## src/rtl/muldiv_pkg.sv

```systemverilog
// muldiv_pkg: op encodings, FSM states and the sign-fix helper shared by muldiv_unit.
package muldiv_pkg;
  localparam int MAX_W = 64;
  localparam logic [1:0] OP_MULT  = 2'd0;
  localparam logic [1:0] OP_MULTU = 2'd1;
  localparam logic [1:0] OP_DIV   = 2'd2;
  localparam logic [1:0] OP_DIVU  = 2'd3;
  typedef enum logic [1:0] {IDLE, RUN, FIX} state_e;
  typedef logic [2*MAX_W-1:0] wide_t;
  function automatic wide_t neg_if(input wide_t v, input logic n);
    return n ? -v : v;
  endfunction
endpackage

```

## src/rtl/muldiv_unit.sv

```systemverilog
// muldiv_unit: iterative one-bit-per-cycle MULT/MULTU/DIV/DIVU producing HI/LO.
// WIDTH must stay below muldiv_pkg::MAX_W so the sign-fix helper has headroom.
module muldiv_unit import muldiv_pkg::*; #(
  parameter int WIDTH = 32
) (
  input  logic             clk,
  input  logic             reset,
  input  logic             start,
  input  logic [1:0]       op,
  input  logic [WIDTH-1:0] a,
  input  logic [WIDTH-1:0] b,
  input  logic             hi_we,
  input  logic             lo_we,
  input  logic [WIDTH-1:0] wdata,
  output logic             busy,
  output logic             done,
  output logic             div_by_zero,
  output logic [WIDTH-1:0] hi,
  output logic [WIDTH-1:0] lo
);
  localparam int CW = $clog2(WIDTH + 1);
  state_e state_q, state_d;
  logic [CW-1:0] cnt_q, cnt_d;
  logic div_q, div_d, neg_q_q, neg_q_d, neg_r_q, neg_r_d, dz_q, dz_d;
  logic done_q, done_d, dbz_q, dbz_d;
  logic [WIDTH-1:0] opnd_q, opnd_d, a_raw_q, a_raw_d, rem_q, rem_d;
  logic [WIDTH-1:0] hi_q, hi_d, lo_q, lo_d;
  logic [2*WIDTH-1:0] acc_q, acc_d;
  logic sgn_op, div_op, a_neg, b_neg, unused_fix;
  logic [WIDTH-1:0] mag_a, mag_b;
  logic [WIDTH:0] sum, rem_sh, trial;
  wide_t prod_fix, quo_fix, rem_fix;
  always_comb begin
    state_d = state_q;
    cnt_d = cnt_q;
    div_d = div_q;
    neg_q_d = neg_q_q;
    neg_r_d = neg_r_q;
    dz_d = dz_q;
    opnd_d = opnd_q;
    a_raw_d = a_raw_q;
    rem_d = rem_q;
    acc_d = acc_q;
    hi_d = hi_q;
    lo_d = lo_q;
    done_d = 1'b0;
    dbz_d = 1'b0;
    sgn_op = (op == OP_MULT) || (op == OP_DIV);
    div_op = (op == OP_DIV) || (op == OP_DIVU);
    a_neg = sgn_op && a[WIDTH-1];
    b_neg = sgn_op && b[WIDTH-1];
    mag_a = a_neg ? -a : a;
    mag_b = b_neg ? -b : b;
    sum = {1'b0, acc_q[2*WIDTH-1:WIDTH]} + {1'b0, opnd_q};
    rem_sh = {rem_q, acc_q[WIDTH-1]};
    trial = rem_sh - {1'b0, opnd_q};
    prod_fix = neg_if(wide_t'(acc_q), neg_q_q);
    quo_fix = neg_if(wide_t'(acc_q[WIDTH-1:0]), neg_q_q);
    rem_fix = neg_if(wide_t'(rem_q), neg_r_q);
    unused_fix = ^{prod_fix[2*MAX_W-1:2*WIDTH], quo_fix[2*MAX_W-1:WIDTH], rem_fix[2*MAX_W-1:WIDTH]};
    case (state_q)
      IDLE: begin
        if (start) begin
          state_d = RUN;
          cnt_d = CW'(WIDTH);
          div_d = div_op;
          neg_q_d = a_neg ^ b_neg;
          neg_r_d = a_neg;
          dz_d = div_op && (b == '0);
          a_raw_d = a;
          // Multiply adds the multiplicand into an accumulator seeded with the multiplier;
          // divide shifts the dividend out of the accumulator against the divisor.
          opnd_d = div_op ? mag_b : mag_a;
          acc_d = {{WIDTH{1'b0}}, div_op ? mag_a : mag_b};
          rem_d = '0;
        end else begin
          hi_d = hi_we ? wdata : hi_q;
          lo_d = lo_we ? wdata : lo_q;
        end
      end
      RUN: begin
        cnt_d = cnt_q - CW'(1);
        state_d = (cnt_d == '0) ? FIX : RUN;
        if (div_q) begin
          acc_d = {acc_q[2*WIDTH-1:WIDTH], acc_q[WIDTH-2:0], ~trial[WIDTH]};
          rem_d = trial[WIDTH] ? rem_sh[WIDTH-1:0] : trial[WIDTH-1:0];
        end else begin
          acc_d = acc_q[0] ? {sum, acc_q[WIDTH-1:1]} : {1'b0, acc_q[2*WIDTH-1:1]};
        end
      end
      FIX: begin
        state_d = IDLE;
        done_d = 1'b1;
        dbz_d = div_q && dz_q;
        hi_d = div_q ? (dz_q ? a_raw_q : rem_fix[WIDTH-1:0]) : prod_fix[2*WIDTH-1:WIDTH];
        lo_d = div_q ? (dz_q ? '1 : quo_fix[WIDTH-1:0]) : prod_fix[WIDTH-1:0];
      end
      default: state_d = IDLE;
    endcase
  end
  always_ff @(posedge clk or posedge reset) begin
    if (reset) begin
      state_q <= IDLE;
      cnt_q <= '0;
      div_q <= 1'b0;
      neg_q_q <= 1'b0;
      neg_r_q <= 1'b0;
      dz_q <= 1'b0;
      opnd_q <= '0;
      a_raw_q <= '0;
      rem_q <= '0;
      acc_q <= '0;
      hi_q <= '0;
      lo_q <= '0;
      done_q <= 1'b0;
      dbz_q <= 1'b0;
    end else begin
      state_q <= state_d;
      cnt_q <= cnt_d;
      div_q <= div_d;
      neg_q_q <= neg_q_d;
      neg_r_q <= neg_r_d;
      dz_q <= dz_d;
      opnd_q <= opnd_d;
      a_raw_q <= a_raw_d;
      rem_q <= rem_d;
      acc_q <= acc_d;
      hi_q <= hi_d;
      lo_q <= lo_d;
      done_q <= done_d;
      dbz_q <= dbz_d;
    end
  end
  assign busy = (state_q != IDLE);
  assign done = done_q;
  assign div_by_zero = dbz_q;
  assign hi = hi_q;
  assign lo = lo_q;
endmodule
```

## config.mk

```make
export PLATFORM = sky130hd
export DESIGN_NAME = muldiv_unit
export DESIGN_NICKNAME = d
export VERILOG_FILES = /design/src/rtl/muldiv_pkg.sv /design/src/rtl/muldiv_unit.sv
export SDC_FILE = /design/constraint.sdc
export NUM_CORES = 1
export LEC_CHECK = 0
export BUFFER_PORTS_ARGS = -buffer_cell sky130_fd_sc_hd__buf_2
export CORE_UTILIZATION = 50
export CTS_CLUSTER_DIAMETER = 40
export DETAILED_ROUTE_END_ITERATION = 10
export GPL_TIMING_DRIVEN = 0
export PLACE_DENSITY_LB_ADDON = 0.1
export SETUP_SLACK_MARGIN = 0.5
export SLEW_MARGIN = 20
export SYNTH_ARGS = -nofsm -noshare
export SYNTH_HDL_FRONTEND = slang
export SYNTH_SLANG_ARGS = --single-unit
```

## constraint.sdc

```tcl
create_clock -name clk -period 21.4 [get_ports clk]
set_input_delay 4.28 -clock clk [delete_from_list [all_inputs] [get_ports clk]]
set_output_delay 4.28 -clock clk [all_outputs]
set_load 0.005 [all_outputs]
```

==> results of run 1 <==
-- worst min-delay path, cell delays in order, from the launching register on --
cell and delay, ns:
dfrtp_1 0.33, nand2_1 0.04, o21ai_0 0.06
-- sequential cells by signal, summed over array words and instances (netlist names), 2 cells and up --
signal	cells
cnt_q	6
lo	32
rem_q	32
state_q	2
a_raw_q	32
hi	32
acc_q	64
opnd_q	32
-- power by group through the flow --
stage          clock network [mW]  logic [mW]  registers, mW
6_report                    0.708      0.0778          0.453
2_1_floorplan                   0      0.0369          0.461
3_3_place_gp                    0      0.0739          0.461
4_1_cts                     0.709      0.0765          0.453
5_1_grt                     0.729      0.0832          0.453
3_5_place_dp                    0      0.0762          0.461
-- cells by family (layout without fill, tap and decap cells) --
family | Yosys count | in the layout | synth area share [%]
DFF | 238 | 238 | 33.2
and+or+nand+nor | 725 | 725 | 18.3
adders and majority gates | 72 | 72 | 5.11
AOI/OAI and AO/OA | 728 | 728 | 25.2
muxes | 65 | 65 | 3.66
buffers and inverters | 202 | 453 | 4.58
xor gates and xnor gates | 202 | 202 | 9.88
-- path summary, 6_finish.rpt --
path	startpoint	to	slack (ns)
max in group asynchronous	reset	a_raw_q[26]$_DFFE_PP0P_	16.43
worst min-delay path	hi[4]$_DFFE_PP0P_	hi[4]$_DFFE_PP0P_	0.47
worst min register to register	hi[4]$_DFFE_PP0P_	hi[4]$_DFFE_PP0P_	0.47
min in group asynchronous	reset	acc_q[54]$_DFFE_PP0P_	3.76
worst max register to register	acc_q[31]$_DFFE_PP0P_	rem_q[6]$_DFFE_PP0P_	16.57
worst max-delay path	a[5]	opnd_q[12]$_DFFE_PP0P_	14.75
-- area by class of cell --
type / count / share of cell area, %
Multi-Input combinational cell: 1792 / 53.4
Sequential cell: 238 / 28.5
Clock buffer: 48 / 5.49
Timing Repair Buffer: 170 / 4.29
Buffer: 138 / 2.78
Tap cell: 455 / 2.73
Clock inverter: 33 / 1.62
Inverter: 64 / 1.19
-- through the flow --
stage	cell area (sq um)	worst slack [ns]	util, %	instances	hold slack (ns)
after global routing	20900	14.51	59.8	2938	0.490
final	20900	14.75	59.8	2938	0.472
after detailed placement	19400	14.16	55.6	2857	0.464
after CTS	20900	14.76	59.8	2938	0.476
after global placement	19300	7.75	55.4	2855	0.458
after floorplan	17900	10.59	-	2232	0.440
-- synth_stat cells, drive strengths merged, types with 20 or more instances --
cell / number / share of area (%)
mux2i: 61 / 3.4
o41ai: 22 / 1.2
nand2: 355 / 7.4
inv: 63 / 1.3
o211ai: 38 / 1.6
a21o: 31 / 1.3
o22ai: 48 / 1.7
or3: 20 / 0.73
buf: 33 / 0.98
nor2: 143 / 3.0
ha: 70 / 4.9
or4: 21 / 0.92
dfrtp: 238 / 33
xor2: 87 / 4.3
nor2b: 22 / 0.77
o21ai: 253 / 7.1
nand2b: 26 / 0.91
o31ai: 34 / 1.4
nand3: 39 / 1.1
a21oi: 152 / 4.3
a211oi: 53 / 2.2
nor3: 27 / 0.75
clkbuf: 104 / 2.2
xnor2: 115 / 5.6
-- metal layers --
metal	part of all wire (%)	up-vias	track usage, %
met5	0	-	0
li1	-	8498	-
met3	9.3	156	7.09
met1	43	8917	55.1
met4	5.1	0	19.0
met2	43	975	59.9
==> metrics.txt, run 1 <==
# TYPE chip_impl_metric gauge
chip_impl_metric{name="dieWidth",unit="microns"} 191
chip_impl_metric{name="core.rowCount",unit=""} 68
chip_impl_metric{name="worst-r2r-cell-count",unit=""} 15
chip_impl_metric{name="p_sw_share",unit="%"} 26.6
chip_impl_metric{name="finalWirelength",unit="mm"} 72.6
chip_impl_metric{name="synth_seq_cells",unit=""} 238
chip_impl_metric{name="post-cts-setup-buffer-count",unit=""} 0
chip_impl_metric{name="netlist_instances",unit=""} 2232
chip_impl_metric{name="combinationalPowerShare",unit="%"} 6.3
chip_impl_info{name="dominant_delay_contributor_by_cell_family_on_the_critical_path",value="simple AND/OR/NAND/NOR gates"} 1
chip_impl_metric{name="fp.coreArea",unit="sq um"} 34900
chip_impl_metric{name="cpPeakStageDelay",unit="ns"} 0.63
chip_impl_metric{name="worst-slew-pin-transition",unit="ns"} 1.04
chip_impl_metric{name="worst_slew_margin_rel",unit="%"} 30.7
chip_impl_metric{name="chipHeight",unit="microns"} 191
chip_impl_metric{name="vias_per_cell",unit=""} 6.31
chip_impl_metric{name="clock_sink_count",unit=""} 238
chip_impl_metric{name="switching_power_of_the_nets",unit="uW"} 329
chip_impl_metric{name="final_min_period_over_clock_period",unit="%"} 31.1
chip_impl_info{name="most_frequent_standard_cell_in_the_layout_excluding_fill_and_tap_cells",value="nand2_1"} 1
chip_impl_info{name="timing.critical_path.cells",value="buf_2 > or4_1 > nor3_1 > nand2_1 > o31ai_1 > xor2_1 > nor2_1 > a21oi_1 > o21ai_0"} 1
chip_impl_metric{name="clkPwrFrac",unit="%"} 57.1
chip_impl_info{name="outcome",value="completed"} 1
chip_impl_metric{name="post_cts.resized_instances",unit=""} 0
chip_impl_metric{name="first_pass_iters",unit=""} 6
chip_impl_metric{name="detailed_place_hpwl",unit="mm"} 57.7
chip_impl_info{name="clock_tree_from_tritoncts",value="built"} 1
chip_impl_metric{name="cts-htree-levels",unit=""} 2
chip_impl_info{name="primary_flip_flop_cell_chosen_by_synthesis_mapping",value="dfrtp_1"} 1
chip_impl_metric{name="ios",unit=""} 170
chip_impl_metric{name="grt_antenna_before_repair",unit=""} 1
chip_impl_metric{name="pin_count_of_the_biggest_net_entering_global_routing",unit=""} 87
chip_impl_metric{name="n_antenna_cell",unit=""} 0
chip_impl_metric{name="nets",unit=""} 2623
chip_impl_metric{name="nFillCells",unit=""} 3278
chip_impl_metric{name="worstSkewPairLatency",unit="ns"} 0.59
chip_impl_metric{name="hold_violations",unit=""} 0
chip_impl_metric{name="timing.fmax",unit="MHz"} 150
chip_impl_metric{name="worstHoldPathCells",unit=""} 2
chip_impl_info{name="crit_path_start_kind",value="input port"} 1
chip_impl_metric{name="tritoncts.num_buffers",unit=""} 44
chip_impl_metric{name="path_buf_inv",unit=""} 1
chip_impl_metric{name="synth-warning-count",unit=""} 0
chip_impl_metric{name="post-route-min-period",unit="ns"} 6.65
chip_impl_metric{name="path_clk_slew",unit="ns"} 0.05
chip_impl_metric{name="clk_path_buf_depth",unit=""} 3
chip_impl_metric{name="vias",unit=""} 18500
chip_impl_metric{name="drive_above_1_share",unit="%"} 11.4
chip_impl_metric{name="first_global_vias",unit=""} 17200
chip_impl_metric{name="endpoints_failing_setup",unit=""} 0
chip_impl_metric{name="multi_input_area",unit="sq um"} 11100
chip_impl_metric{name="worst_path_arrival_time",unit="ns"} 7.08
chip_impl_metric{name="setup_tns",unit="ns"} 0
chip_impl_info{name="hold_path.class",value="reg -> reg"} 1
chip_impl_metric{name="register_cell_area_after_layout",unit="sq um"} 5960
chip_impl_info{name="grt_setup_unrepaired",value="no"} 1
chip_impl_metric{name="seq_power_share",unit="%"} 36.6
chip_impl_metric{name="worst-path-max-fanout",unit=""} 5
chip_impl_metric{name="pwr_density_cell",unit="nW/um^2"} 59.4
chip_impl_info{name="criticalPathCategory",value="in -> reg"} 1
chip_impl_metric{name="number_of_nets_still_failing_antenna_checks_after_routing",unit=""} 0
chip_impl_metric{name="synthDistinctLibCells",unit=""} 78
chip_impl_metric{name="numPortBuffers",unit=""} 168
chip_impl_metric{name="path_depth",unit=""} 9
chip_impl_metric{name="area_growth",unit="%"} 16.5
chip_impl_metric{name="fin_total_pwr",unit="mW"} 1.24
chip_impl_metric{name="power.internal",unit="uW"} 909
chip_impl_metric{name="post_synth_edffs",unit=""} 0
chip_impl_metric{name="cell_area_after_technology_mapping",unit="sq um"} 17900
chip_impl_metric{name="max_cap_viol_count",unit=""} 0
chip_impl_metric{name="synth_sequential_area_ratio",unit="%"} 33.2
chip_impl_metric{name="grt.overflow.total",unit=""} 0
chip_impl_metric{name="number_of_buffers_inserted_by_hold_repair_at_cts",unit=""} 0
chip_impl_metric{name="fp.dieArea",unit="sq um"} 36600
chip_impl_metric{name="first_pass_grt_wire_length",unit="mm"} 107
chip_impl_metric{name="static_leakage",unit="nW"} 8.68
chip_impl_metric{name="total_global_route_track_usage",unit="%"} 39.8
chip_impl_metric{name="routed_wire_length_per_instance",unit="microns"} 24.7
chip_impl_info{name="cp_slowest_cell",value="nor3_1"} 1
chip_impl_metric{name="starting_density_of_the_core",unit="%"} 51.3
chip_impl_metric{name="final.setup_skew",unit="ns"} 0.0345
chip_impl_info{name="cts_root_buffer",value="clkbuf_16"} 1
chip_impl_metric{name="final-max-slew-violation-count",unit=""} 0
chip_impl_metric{name="timing.critical_path.required",unit="ns"} 21.83
chip_impl_metric{name="ir_worst_vdd",unit="mV"} 0.0606
chip_impl_info{name="final_cell_mix",value="355 x nand2_1, 251 x o21ai_0, 238 x dfrtp_1"} 1
chip_impl_metric{name="gp_weighted_congestion",unit=""} 1.01
chip_impl_metric{name="post_route_drc_violation_count",unit=""} 0
chip_impl_metric{name="synth_async_sr_flop_share",unit="%"} 100
chip_impl_metric{name="mappedNetlistNets",unit=""} 2407
chip_impl_metric{name="drt_first_iter_violations",unit=""} 2008
chip_impl_metric{name="post_synthesis_average_cell_area",unit="sq um"} 8.03
chip_impl_info{name="critical_path.endpoint_type",value="flip-flop"} 1
(Power assumes the default switching activity.)
==> run 2, diff against run 1 <==
Clock period 21.4 ns to 6.3 ns, I/O delays scaled along.
==> metrics.txt, run 2 (synthesized netlist as in run 1, its figures left out) <==
# TYPE chip_impl_metric gauge
chip_impl_metric{name="starting_density_of_the_core",unit="%"} 51.3
chip_impl_metric{name="routed_wire_length_per_instance",unit="microns"} 24.7
chip_impl_metric{name="combinationalPowerShare",unit="%"} 6.5
chip_impl_metric{name="post_route_drc_violation_count",unit=""} 0
chip_impl_metric{name="fp.dieArea",unit="sq um"} 36600
chip_impl_metric{name="drt_first_iter_violations",unit=""} 1845
chip_impl_metric{name="chipHeight",unit="microns"} 191
chip_impl_metric{name="first_global_vias",unit=""} 17200
chip_impl_metric{name="gp_weighted_congestion",unit=""} 1.04
chip_impl_metric{name="first_pass_grt_wire_length",unit="mm"} 107
chip_impl_info{name="timing.critical_path.cells",value="inv_1 > ha_1 > fa_1 > nor2b_1 > o31a_1 > o22ai_1 > o41a_1 > a2111oi_0 > or3_1 > and3_1 > clkbuf_1 > clkbuf_1 > o21ai_0 > a22o_1"} 1
chip_impl_info{name="dominant_delay_contributor_by_cell_family_on_the_critical_path",value="compound AO/OA/AOI/OAI gates"} 1
chip_impl_info{name="critical_path.endpoint_type",value="flip-flop"} 1
chip_impl_metric{name="final_min_period_over_clock_period",unit="%"} 80.2
chip_impl_metric{name="vias_per_cell",unit=""} 6.35
chip_impl_metric{name="detailed_place_hpwl",unit="mm"} 58.2
chip_impl_metric{name="endpoints_failing_setup",unit=""} 0
chip_impl_metric{name="pin_count_of_the_biggest_net_entering_global_routing",unit=""} 35
chip_impl_info{name="crit_path_start_kind",value="flip-flop"} 1
chip_impl_metric{name="static_leakage",unit="nW"} 8.75
chip_impl_metric{name="worst_path_arrival_time",unit="ns"} 5.50
chip_impl_metric{name="dieWidth",unit="microns"} 191
chip_impl_metric{name="vias",unit=""} 18700
chip_impl_metric{name="ir_worst_vdd",unit="mV"} 0.189
chip_impl_info{name="criticalPathCategory",value="reg -> reg"} 1
chip_impl_metric{name="power.internal",unit="mW"} 3.12
chip_impl_metric{name="cpPeakStageDelay",unit="ns"} 0.78
chip_impl_metric{name="switching_power_of_the_nets",unit="mW"} 1.09
chip_impl_info{name="hold_path.class",value="reg -> reg"} 1
chip_impl_metric{name="finalWirelength",unit="mm"} 72.8
chip_impl_metric{name="area_growth",unit="%"} 17.4
chip_impl_metric{name="seq_power_share",unit="%"} 36.6
chip_impl_metric{name="fp.coreArea",unit="sq um"} 34900
chip_impl_info{name="clock_tree_from_tritoncts",value="built"} 1
chip_impl_info{name="cts_root_buffer",value="clkbuf_16"} 1
chip_impl_metric{name="clock_sink_count",unit=""} 238
chip_impl_metric{name="clkPwrFrac",unit="%"} 56.9
chip_impl_metric{name="total_global_route_track_usage",unit="%"} 39.7
chip_impl_metric{name="largest_register_ff_count",unit=""} 64
chip_impl_metric{name="timing.fmax",unit="MHz"} 198
chip_impl_metric{name="tritoncts.num_buffers",unit=""} 45
chip_impl_metric{name="core.rowCount",unit=""} 68
chip_impl_metric{name="worst-path-max-fanout",unit=""} 10
chip_impl_metric{name="p_sw_share",unit="%"} 25.9
chip_impl_metric{name="hold_violations",unit=""} 0
chip_impl_info{name="most_frequent_standard_cell_in_the_layout_excluding_fill_and_tap_cells",value="nand2_1"} 1
chip_impl_metric{name="worst_slew_margin_rel",unit="%"} 29.7
chip_impl_metric{name="setup_tns",unit="ns"} 0
chip_impl_metric{name="timing.critical_path.required",unit="ns"} 6.75
chip_impl_metric{name="fin_total_pwr",unit="mW"} 4.21
chip_impl_metric{name="final.setup_skew",unit="ns"} 0.0217
chip_impl_metric{name="worst-slew-pin-transition",unit="ns"} 1.06
chip_impl_metric{name="first_pass_iters",unit=""} 6
chip_impl_metric{name="clk_path_buf_depth",unit=""} 3
chip_impl_metric{name="path_clk_slew",unit="ns"} 0.05
chip_impl_metric{name="number_of_buffers_inserted_by_hold_repair_at_cts",unit=""} 0
chip_impl_metric{name="grt.overflow.total",unit=""} 0
chip_impl_info{name="cp_slowest_cell",value="a2111oi_0"} 1
chip_impl_metric{name="final-max-slew-violation-count",unit=""} 0
chip_impl_metric{name="worstSkewPairLatency",unit="ns"} 0.59
chip_impl_metric{name="number_of_nets_still_failing_antenna_checks_after_routing",unit=""} 0
chip_impl_metric{name="grt_antenna_before_repair",unit=""} 0
chip_impl_metric{name="drive_above_1_share",unit="%"} 11.7
chip_impl_info{name="grt_setup_unrepaired",value="no"} 1
chip_impl_info{name="top_register",value="acc_q"} 1
chip_impl_metric{name="numPortBuffers",unit=""} 168
chip_impl_info{name="outcome",value="completed"} 1
chip_impl_metric{name="path_buf_inv",unit=""} 3
chip_impl_metric{name="post_cts.resized_instances",unit=""} 0
chip_impl_metric{name="cts-htree-levels",unit=""} 2
chip_impl_metric{name="nets",unit=""} 2630
chip_impl_metric{name="ios",unit=""} 170
chip_impl_metric{name="nFillCells",unit=""} 3254
chip_impl_info{name="final_cell_mix",value="355 x nand2_1, 251 x o21ai_0, 238 x dfrtp_1"} 1
chip_impl_metric{name="post-cts-setup-buffer-count",unit=""} 0
chip_impl_info{name="worst_path_most_repeated_cell",value="clkbuf_1"} 1
chip_impl_metric{name="pwr_density_cell",unit="nW/um^2"} 200
chip_impl_metric{name="post-route-min-period",unit="ns"} 5.05
chip_impl_metric{name="max_cap_viol_count",unit=""} 0
[run 2: cell type report]
type                       instances  area [sq um]  area share [%]
multi-input combinational       1792         11100            53.0
sequential                       238          5960            28.3
clock buffer                      57          1270            6.05
timing repair buffer             176          1020            4.87
buffer                           138           579            2.76
tap                              455           569            2.71
inverter                          64           244            1.16
clock inverter                    27           243            1.15
antenna                            1          2.50          0.0119
[run 2: power by group through the flow]
| stage | Clock (mW) | Sequential, mW | Combinational [mW] |
|---|---|---|---|
| final | 2.40 | 1.54 | 0.272 |
| after global routing | 2.47 | 1.54 | 0.290 |
| after CTS | 2.40 | 1.54 | 0.267 |
| after detailed placement | 0 | 1.57 | 0.266 |
| after global placement | 0 | 1.57 | 0.249 |
| after floorplan | 0 | 1.57 | 0.126 |
[run 2: stage by stage]
| step | setup WS (ns) | instances | utilization (%) | hold slack (ns) | instance area (sq um) |
|---|---|---|---|---|---|
| 2_1_floorplan | 1.92 | 2232 | - | 0.440 | 17900 |
| 6_report | 1.25 | 2948 | 60.3 | 0.473 | 21000 |
| 5_1_grt | 1.07 | 2947 | 60.3 | 0.499 | 21000 |
| 3_3_place_gp | 0.347 | 2855 | 55.4 | 0.460 | 19300 |
| 4_1_cts | 1.43 | 2947 | 60.3 | 0.477 | 21000 |
| 3_5_place_dp | 1.50 | 2863 | 55.9 | 0.465 | 19500 |
[run 2: tightest hold or removal path, cell delays in order (launching register included)]
cell,delay [ns]
dfrtp_1,0.34
nand2_1,0.04
o21ai_0,0.06
[run 2: path summary, 6_finish.rpt]
check | from | to | slack (ns) | depth (start not counted)
min in group asynchronous | reset | hi[4]$_DFFE_PP0P_ | 0.74 | 2
max in group asynchronous | reset | a_raw_q[13]$_DFFE_PP0P_ | 4.34 | 6
worst min-delay path | lo[6]$_DFFE_PP0P_ | lo[6]$_DFFE_PP0P_ | 0.47 | 2
worst min register to register | lo[6]$_DFFE_PP0P_ | lo[6]$_DFFE_PP0P_ | 0.47 | 2
worst max register to register | acc_q[31]$_DFFE_PP0P_ | rem_q[0]$_DFFE_PP0P_ | 1.25 | 14
worst max-delay path | acc_q[31]$_DFFE_PP0P_ | rem_q[0]$_DFFE_PP0P_ | 1.25 | 14
[run 2: metal layers]
layer  track usage (%)  wire length, microns
met5                 0                     0
met1              54.4                 30200
met3              8.11                  7520
met2              60.9                 31700
met4              16.6                  3350
==> run 3, diff against run 2 <==
Clock period 6.3 ns to 5.05 ns, I/O delays scaled along.
==> metrics.txt, run 3 (synthesized netlist as in run 1, its figures left out) <==
# TYPE chip_impl_metric gauge
chip_impl_metric{name="n_antenna_cell",unit=""} 0
chip_impl_info{name="final_cell_mix",value="355 x nand2_1, 251 x o21ai_0, 238 x dfrtp_1"} 1
chip_impl_metric{name="total_global_route_track_usage",unit="%"} 39.7
chip_impl_metric{name="worst_slew_margin_rel",unit="%"} 31.8
chip_impl_metric{name="pwr_density_cell",unit="nW/um^2"} 250
chip_impl_metric{name="detailed_place_hpwl",unit="mm"} 58.2
chip_impl_metric{name="gp_weighted_congestion",unit=""} 1.04
chip_impl_metric{name="numPortBuffers",unit=""} 168
chip_impl_metric{name="first_global_vias",unit=""} 17200
chip_impl_metric{name="finalWirelength",unit="mm"} 72.8
chip_impl_info{name="critical_path.endpoint_type",value="flip-flop"} 1
chip_impl_metric{name="timing.reg2reg.setup_slack",unit="ns"} 0.78
chip_impl_metric{name="final_min_period_over_clock_period",unit="%"} 84.6
chip_impl_metric{name="fp.coreArea",unit="sq um"} 34900
chip_impl_metric{name="clock_sink_count",unit=""} 238
chip_impl_metric{name="tritoncts.num_buffers",unit=""} 45
chip_impl_metric{name="clkPwrFrac",unit="%"} 56.9
chip_impl_info{name="top_register",value="acc_q"} 1
chip_impl_metric{name="combinationalPowerShare",unit="%"} 6.5
chip_impl_metric{name="fin_util",unit="%"} 60.3
chip_impl_metric{name="path_clk_slew",unit="ns"} 0.05
chip_impl_metric{name="chipHeight",unit="microns"} 191
chip_impl_metric{name="seq_power_share",unit="%"} 36.6
chip_impl_metric{name="drt_first_iter_violations",unit=""} 1894
chip_impl_metric{name="worstSkewPairLatency",unit="ns"} 0.59
chip_impl_metric{name="grt.overflow.total",unit=""} 0
chip_impl_metric{name="number_of_buffers_inserted_by_hold_repair_at_cts",unit=""} 0
chip_impl_metric{name="power.internal",unit="mW"} 3.89
chip_impl_info{name="outcome",value="completed"} 1
chip_impl_metric{name="fp.dieArea",unit="sq um"} 36600
chip_impl_metric{name="first_pass_iters",unit=""} 7
chip_impl_metric{name="worst_path_arrival_time",unit="ns"} 4.72
chip_impl_metric{name="routed_wire_length_per_instance",unit="microns"} 24.7
chip_impl_metric{name="post_route_drc_violation_count",unit=""} 0
chip_impl_info{name="most_frequent_standard_cell_in_the_layout_excluding_fill_and_tap_cells",value="nand2_1"} 1
chip_impl_metric{name="post-route-min-period",unit="ns"} 4.27
chip_impl_metric{name="area_growth",unit="%"} 17.4
chip_impl_info{name="hold_path.class",value="reg -> reg"} 1
chip_impl_info{name="criticalPathCategory",value="reg -> reg"} 1
chip_impl_metric{name="worst-slew-pin-transition",unit="ns"} 1.02
chip_impl_metric{name="first_pass_grt_wire_length",unit="mm"} 107
chip_impl_metric{name="vias",unit=""} 18700
chip_impl_metric{name="starting_density_of_the_core",unit="%"} 51.3
chip_impl_metric{name="ir_worst_vdd",unit="mV"} 0.235
chip_impl_metric{name="pre_cts_worst_setup_slack",unit="ns"} 0.248
chip_impl_metric{name="largest_register_ff_count",unit=""} 64
chip_impl_metric{name="pin_count_of_the_biggest_net_entering_global_routing",unit=""} 35
chip_impl_metric{name="ios",unit=""} 170
chip_impl_metric{name="final-max-slew-violation-count",unit=""} 0
chip_impl_metric{name="grt_antenna_before_repair",unit=""} 0
chip_impl_metric{name="hold_violations",unit=""} 0
chip_impl_info{name="grt_setup_unrepaired",value="no"} 1
chip_impl_metric{name="switching_power_of_the_nets",unit="mW"} 1.36
chip_impl_metric{name="p_sw_share",unit="%"} 25.9
chip_impl_metric{name="timing.fmax",unit="MHz"} 234
chip_impl_metric{name="dieWidth",unit="microns"} 191
chip_impl_metric{name="worst-path-max-fanout",unit=""} 10
chip_impl_metric{name="drive_above_1_share",unit="%"} 12.0
chip_impl_metric{name="cts-htree-levels",unit=""} 2
chip_impl_info{name="crit_path_start_kind",value="flip-flop"} 1
chip_impl_metric{name="number_of_nets_still_failing_antenna_checks_after_routing",unit=""} 0
chip_impl_info{name="clock_tree_from_tritoncts",value="built"} 1
chip_impl_metric{name="endpoints_failing_setup",unit=""} 0
chip_impl_metric{name="layout_setup_ws",unit="ns"} 0.779
chip_impl_metric{name="clk_path_buf_depth",unit=""} 3
chip_impl_metric{name="core.rowCount",unit=""} 68
chip_impl_info{name="cts_root_buffer",value="clkbuf_16"} 1
chip_impl_metric{name="nets",unit=""} 2630
chip_impl_metric{name="fin_total_pwr",unit="mW"} 5.25
chip_impl_metric{name="final.setup_skew",unit="ns"} 0.0256
chip_impl_metric{name="max_cap_viol_count",unit=""} 0
chip_impl_metric{name="timing.critical_path.required",unit="ns"} 5.50
chip_impl_metric{name="vias_per_cell",unit=""} 6.35
chip_impl_metric{name="static_leakage",unit="nW"} 8.77
-- run 3: per-stage QoR --
stage / hold WS [ns] / area (sq um) / setup TNS [ns] / cells
after CTS: 0.477 / 21000 / 0 / 2947
after detailed placement: 0.465 / 19500 / 0 / 2863
after floorplan: 0.440 / 17900 / 0 / 2232
final: 0.472 / 21000 / 0 / 2947
after global placement: 0.460 / 19300 / -145.79 / 2855
after global routing: 0.499 / 21000 / 0 / 2947
-- run 3: final timing paths --
check	startpoint	end	depth (start not counted)
worst min-delay path	lo[6]$_DFFE_PP0P_	lo[6]$_DFFE_PP0P_	2
worst min register to register	lo[6]$_DFFE_PP0P_	lo[6]$_DFFE_PP0P_	2
max in group asynchronous	reset	a_raw_q[13]$_DFFE_PP0P_	6
min in group asynchronous	reset	hi[4]$_DFFE_PP0P_	2
worst max register to register	acc_q[31]$_DFFE_PP0P_	rem_q[0]$_DFFE_PP0P_	14
worst max-delay path	acc_q[31]$_DFFE_PP0P_	rem_q[0]$_DFFE_PP0P_	14
-- run 3: final cells by class --
cell class,instances,area (sq um)
Clock buffer,57,1270
Multi-Input combinational cell,1792,11100
Tap cell,455,569
Timing Repair Buffer,176,1020
Buffer,138,587
Fill cell,3256,13800
Sequential cell,238,5960
Inverter,64,244
Clock inverter,27,243
-- run 3: per-layer routing --
| layer | GRT usage [%] | part of all wire [%] |
|---|---|---|
| met5 | 0 | 0 |
| met4 | 16.6 | 4.3 |
| met3 | 8.11 | 9.9 |
| met2 | 60.9 | 44 |
| met1 | 54.4 | 42 |
-- run 3: power groups by stage --
stage | Clock [mW] | Sequential [mW] | Combinational, mW
final | 2.99 | 1.92 | 0.340
after global routing | 3.08 | 1.92 | 0.362
after CTS | 2.99 | 1.92 | 0.333
after detailed placement | 0 | 1.95 | 0.332
after global placement | 0 | 1.96 | 0.311
after floorplan | 0 | 1.95 | 0.157
-- run 3: timing repair --
action	4_1_cts	5_1_grt
pin swaps	0	0
setup endpoints to repair	27	29
endpoints found under the hold margin	0	0
resized for setup	4	6
setup buffers	0	0
-- run 3: worst max-delay path: stages (launching register included) --
cell and delay (ns):
dfrtp_1 0.60, inv_1 0.09, ha_1 0.23, fa_1 0.41, nor2b_1 0.19, o31a_1 0.21, o22ai_1 0.21, o41a_1 0.46
a2111oi_2 0.47, or3_1 0.19, and3_1 0.15, clkbuf_2 0.26, clkbuf_2 0.33, o21ai_0 0.14, a22o_1 0.19
